<file path="config.mk">
export PLATFORM = sky130hd
export DESIGN_NAME = hazard_scoreboard
export DESIGN_NICKNAME = d
export VERILOG_FILES = /design/src/rtl/hazard_scoreboard.sv
export SDC_FILE = /design/constraint.sdc
export NUM_CORES = 1
export LEC_CHECK = 0
export BUFFER_PORTS_ARGS = -buffer_cell sky130_fd_sc_hd__buf_2
export CELL_PAD_IN_SITES_DETAIL_PLACEMENT = 1
export CELL_PAD_IN_SITES_GLOBAL_PLACEMENT = 2
export CORE_MARGIN = 8
export CORE_UTILIZATION = 35
export CTS_CLUSTER_DIAMETER = 200
export DETAILED_ROUTE_END_ITERATION = 10
export PLACE_DENSITY_LB_ADDON = 0.1
export SYNTH_ARGS = -nofsm -noshare
export SYNTH_HDL_FRONTEND = slang
export SYNTH_SLANG_ARGS = --single-unit
export TNS_END_PERCENT = 50
</file>
<file path="constraint.sdc">
create_clock -name clk -period 5.88 [get_ports clk]
set_input_delay 0 -clock clk [delete_from_list [all_inputs] [get_ports clk]]
set_output_delay 0 -clock clk [all_outputs]
set_load 0.02 [all_outputs]
</file>
<file path="src/rtl/hazard_scoreboard.sv">
// Decode hazard/forwarding controller: shadow E/M/W destinations, stall_d, D/E forward selects.
// stall_d, bubble_e and d_fwd are combinational; e_fwd is registered. ext_stall freezes all state.
module hazard_scoreboard #(
    parameter int MD_LATENCY = 8,
    parameter int CNT_W      = 4
) (
    input  logic       clk,
    input  logic       reset,
    input  logic       ext_stall,
    input  logic       d_valid,
    input  logic [4:0] d_rs,
    input  logic [4:0] d_rt,
    input  logic       d_use_rs,
    input  logic       d_use_rt,
    input  logic       d_early,
    input  logic [4:0] d_rd,
    input  logic       d_is_load,
    input  logic       d_is_md,
    input  logic       d_use_hilo,
    output logic       stall_d,
    output logic       bubble_e,
    output logic [1:0] d_fwd_s,
    output logic [1:0] d_fwd_t,
    output logic [1:0] e_fwd_s,
    output logic [1:0] e_fwd_t,
    output logic       md_busy
);

    typedef struct packed {
        logic       vld;
        logic [4:0] rd;
        logic       is_load;
    } stage_t;

    localparam logic [1:0] FWD_RF = 2'b00;
    localparam logic [1:0] FWD_M  = 2'b01;
    localparam logic [1:0] FWD_W  = 2'b10;

    stage_t           e_q;
    stage_t           m_q;
    stage_t           w_q;
    stage_t           d_stage;
    logic [CNT_W-1:0] md_cnt;
    logic             load_use;
    logic             early_hz;
    logic             hilo_hz;
    logic             issue;

    function automatic logic match(input stage_t s, input logic [4:0] r);
        return s.vld && (s.rd == r) && (r != 5'd0);
    endfunction

    // A branch needs its operand now: anything in E, or a load still in M, is too late.
    function automatic logic early_src(input stage_t e, input stage_t m,
                                       input logic [4:0] r, input logic use_src);
        return use_src && (match(e, r) || (match(m, r) && m.is_load));
    endfunction

    function automatic logic [1:0] dsel(input stage_t m, input stage_t w, input logic [4:0] r);
        if (match(m, r) && !m.is_load) return FWD_M;
        if (match(w, r))               return FWD_W;
        return FWD_RF;
    endfunction

    // Evaluated one stage ahead: the E producer will sit in M, the M producer in W.
    // A W producer has already written the regfile by the time D reaches E.
    function automatic logic [1:0] esel(input stage_t e, input stage_t m,
                                        input logic [4:0] r, input logic use_src);
        if (!use_src)     return FWD_RF;
        if (match(e, r))  return FWD_M;
        if (match(m, r))  return FWD_W;
        return FWD_RF;
    endfunction

    assign load_use = d_valid && e_q.is_load &&
                      ((d_use_rs && match(e_q, d_rs)) || (d_use_rt && match(e_q, d_rt)));
    assign early_hz = d_valid && d_early &&
                      (early_src(e_q, m_q, d_rs, d_use_rs) || early_src(e_q, m_q, d_rt, d_use_rt));
    assign hilo_hz  = d_valid && d_use_hilo && (md_cnt != '0);

    assign stall_d  = load_use || early_hz || hilo_hz;
    assign bubble_e = stall_d && !ext_stall;
    assign issue    = d_valid && !stall_d;
    assign md_busy  = (md_cnt != '0);
    assign d_fwd_s  = dsel(m_q, w_q, d_rs);
    assign d_fwd_t  = dsel(m_q, w_q, d_rt);

    assign d_stage.vld     = 1'b1;
    assign d_stage.rd      = d_rd;
    assign d_stage.is_load = d_is_load;

    always_ff @(posedge clk or posedge reset) begin
        if (reset) begin
            e_q     <= '0;
            m_q     <= '0;
            w_q     <= '0;
            e_fwd_s <= FWD_RF;
            e_fwd_t <= FWD_RF;
            md_cnt  <= '0;
        end else if (!ext_stall) begin
            w_q     <= m_q;
            m_q     <= e_q;
            e_q     <= issue ? d_stage : '0;
            e_fwd_s <= issue ? esel(e_q, m_q, d_rs, d_use_rs) : FWD_RF;
            e_fwd_t <= issue ? esel(e_q, m_q, d_rt, d_use_rt) : FWD_RF;
            if (issue && d_is_md)
                md_cnt <= CNT_W'(MD_LATENCY);
            else if (md_cnt != '0)
                md_cnt <= md_cnt - CNT_W'(1);
        end
    end

endmodule
</file>
==> run_results.csv <==
group,metric,value,unit
outcome,status,"finished with violations",
outcome,failed_checks,"negative hold slack",
floorplanning,row_count,25,
clocking,h-tree-depth,1,
power,vdd.ir_drop.worst,0.1083,mV
placed_design,dp_hpwl,3639,um
cells_and_area,n_antenna_cell,0,
timing,setup_tns,0,ns
clocking,cts_buffers,3,
floorplanning,io_pins,36,
placed_design,place.gp.congestion,0.7648,
timing,tightest_slew,1.120,ns
floorplanning,start_util,36.03,%
global_routing,track_usage,13.31,%
logic_synthesis,synth-seq-cells,28,
critical_path,critPathTopFamily,"simple AND/OR/NAND/NOR gates",
global_routing,grt_pass1_wl,7879,um
routing,detail-route-antenna-nets,0,
logic_synthesis,yosys-top-cells-area,"dfrtp_1 (41%), xnor2_1 (12%), mux2_2 (8.7%), nand2_1 (6.0%), xor2_1 (3.6%)",
placed_design,port_buffers,35,
logic_synthesis,synthDistinctLibCells,35,
power,power_frac_seq,49.3,%
logic_synthesis,synth_top_area_share,41.45,%
critical_path,required,5.88,ns
power,total_power,0.0005412,W
logic_synthesis,async_reset_ff_share,100.0,%
timing,finalHoldViolCount,10,
clocking,hold_buffers,6,
logic_synthesis,yosysTopAreaCell,"dfrtp_1",
global_routing,grt_pass1_vias,1618,
floorplanning,die_w,85.50,um
clocking,cts_setup_buffers,0,
logic_synthesis,synth_edf_count,0,
routing,viasPerCell,5.202,
global_routing,grt_antenna_before_repair,0,
floorplanning,die_area,0.007309,mm2
power,p_int,0.0003535,W
power,p_leak,0.8934,nW
clocking,cts_root_buf,"clkbuf_8",
clocking,insertion_delay,0.27,ns
routing,dr.pass1.iters,4,
cells_and_area,nNetsFinal,241,
logic_synthesis,synth_common_cells,"dfrtp_1 (28), nand2_1 (27), xnor2_1 (23), mux2_2 (13), nor2_1 (11)",
critical_path,cp.arrival,2.43,ns
job,max_cap_viol_count,0,
logic_synthesis,synth_flop_cell,"dfrtp_1",
placed_design,dpl_cell_area,0.001896,mm2
routing,drc,0,
logic_synthesis,postSynthNetCount,203,
power,power_density,271.0,mW/mm2
clocking,clk_path_buf_depth,2,
global_routing,overflow,0,
cells_and_area,final_area,0.001997,mm2
logic_synthesis,yosysSeqAreaShare,41.45,%
global_routing,grt_max_degree,45,
critical_path,slowest_stage,"or4_1",
timing,rsz0062_at_grt,"false",
timing,timing.final.crit_period,2.432,ns
logic_synthesis,synth_most_common_cell,"dfrtp_1",
timing,slew_headroom,25.28,%
logic_synthesis,syn_inst,177,
hold_path,worstHoldPathType,"input pin to asynchronous set/reset pin",
timing,finClkSkew,0.002241,ns
power,swShare,34.68,%
clocking,cts_resized,0,
cells_and_area,area_growth,18.14,%
clocking,clock-sinks,28,
floorplanning,coreArea,0.004692,mm2
clocking,cts_tree,"done",
timing,slew_violations,0,
routing,wl_per_cell,17.10,um
timing,setup_viol,0,
cells_and_area,drive_gt1_share,27.23,%
logic_synthesis,syn-cell-area,0.001690,mm2
routing,vias,1389,
timing,fin_hold_ws,-0.008799,ns
floorplanning,die_y,85.50,um
logic_synthesis,synth_area_per_cell,9.550,um2
cells_and_area,utilization,42.56,%
critical_path,cp_num_buf_inv,1,
critical_path,critPathMaxStageDelay,0.55,ns
critical_path,critPathCaptureType,"primary output",
critical_path,crit_path_max_fanout,4,
critical_path,critPathKind,"register to primary output",
power,net-switching-power,0.0001877,W
cells_and_area,fillers,547,
routing,routed_wirelength,4567,um
routing,detail_route.iter0.violations,38,
clocking,clk_pin_slew,0.10,ns
power,p_clk_share,19.8,%
timing,max_freq,0.4112,GHz
power,p_comb_share,30.8,%
logic_synthesis,yosys_warnings,0,
critical_path,path_cells,"xnor2_1, o211ai_1, or4_1, o2111ai_2, nand2_1, a31oi_1, nor2b_1, buf_2",
critical_path,start_kind,"register",
timing,fin_crit_sh,41.36,%
-- stage by stage --
stage          setup WS (ns)  hold WS [ns]  cells
2_1_floorplan          3.576       0.06541    177
3_3_place_gp           3.580        0.2369    258
3_5_place_dp           3.489        0.2440    258
4_1_cts                3.415       0.01372    267
5_1_grt                3.234      0.006860    267
6_report               3.448     -0.008799    267
-- cell usage in the layout (no fill, tap or decap), drive strengths merged, types with 2 or more instances in the layout --
master,n
inv,7
nor2b,2
a31oi,2
nor4,4
mux2,13
dlygate4sd3,6
nor3,2
nand2,27
o211ai,2
nor2,11
a21o,2
a21oi,2
or4,3
xnor2,23
clkbuf,3
o21ai,10
nand4,3
nand3,7
a22o,2
buf,35
dfrtp,28
or3,3
xor2,7
-- power by group through the flow --
stage                     clock network, W  registers, W  logic (W)
after global placement                   0      0.000269   0.000158
after global routing              0.000120      0.000273   0.000186
after CTS                         0.000111      0.000268   0.000169
after detailed placement                 0      0.000272   0.000166
after floorplan                          0      0.000259   0.000126
final                             0.000107      0.000267   0.000167
-- worst reg2reg max path, delay by kind of cell, from the launching register on --
kind,cells,cell delay (ns)
AO/OA/AOI/OAI,2,0.73
AND/OR/NAND/NOR,4,0.71
flip-flops,1,0.42
adder cells (fa/ha/maj),1,0.17
buffers and inverters,3,0.28
-- metal layers --
metal	share of wire (%)	routed length [um]	track usage, %	up-vias
met4	0.68	31	3.822	0
met3	4.2	193	3.152	4
met1	46	2120	16.65	677
li1	-	-	-	686
met2	49	2222	22.14	22
met5	0	0	0	-
-- cell families (layout without fill, tap and decap cells) --
family,count (synthesis),in the layout,synth area share (%)
adders and majority gates,1,1,0.7401
muxes,13,13,8.660
buffers and inverters,15,51,3.776
and+or+nand+nor,64,64,18.58
xor gates and xnor gates,30,30,15.54
AOI/OAI and AO/OA,26,26,11.25
DFF,28,28,41.45
-- final timing paths --
check	startpoint	to	slack [ns]	depth (start not counted)
setup / recovery	m_q[2]$_DFFE_PP0N_	bubble_e	3.45	8
max in group asynchronous	reset	md_cnt[0]$_DFFE_PP0P_	5.21	2
min in group clk	d_use_rt	e_fwd_t[1]$_DFFE_PP0N_	0.01	3
hold / removal	reset	w_q[2]$_DFFE_PP0N_	-0.009	2
hold reg to reg	e_fwd_s[1]$_DFFE_PP0N_	e_fwd_s[1]$_DFFE_PP0N_	0.51	2
setup reg to reg	md_cnt[0]$_DFFE_PP0P_	md_cnt[1]$_DFFE_PP0P_	3.47	10
-- flip-flops by register name, indices dropped and copies added, names as in the netlist --
register,cells
m_q,7
md_cnt,4
w_q,6
e_fwd_t,2
e_fwd_s,2
e_q,7
-- area by class of cell --
cell class                 count  area [um2]  area share (%)
timing repair buffer          41       235.2           11.78
clock buffer                   3       41.29           2.068
sequential                    28       700.7           35.09
tap                           54       67.56           3.383
multi-input combinational    134       925.9           46.37
inverter                       7       26.28           1.316
Note: power is estimated with default switching activity, not from simulation.
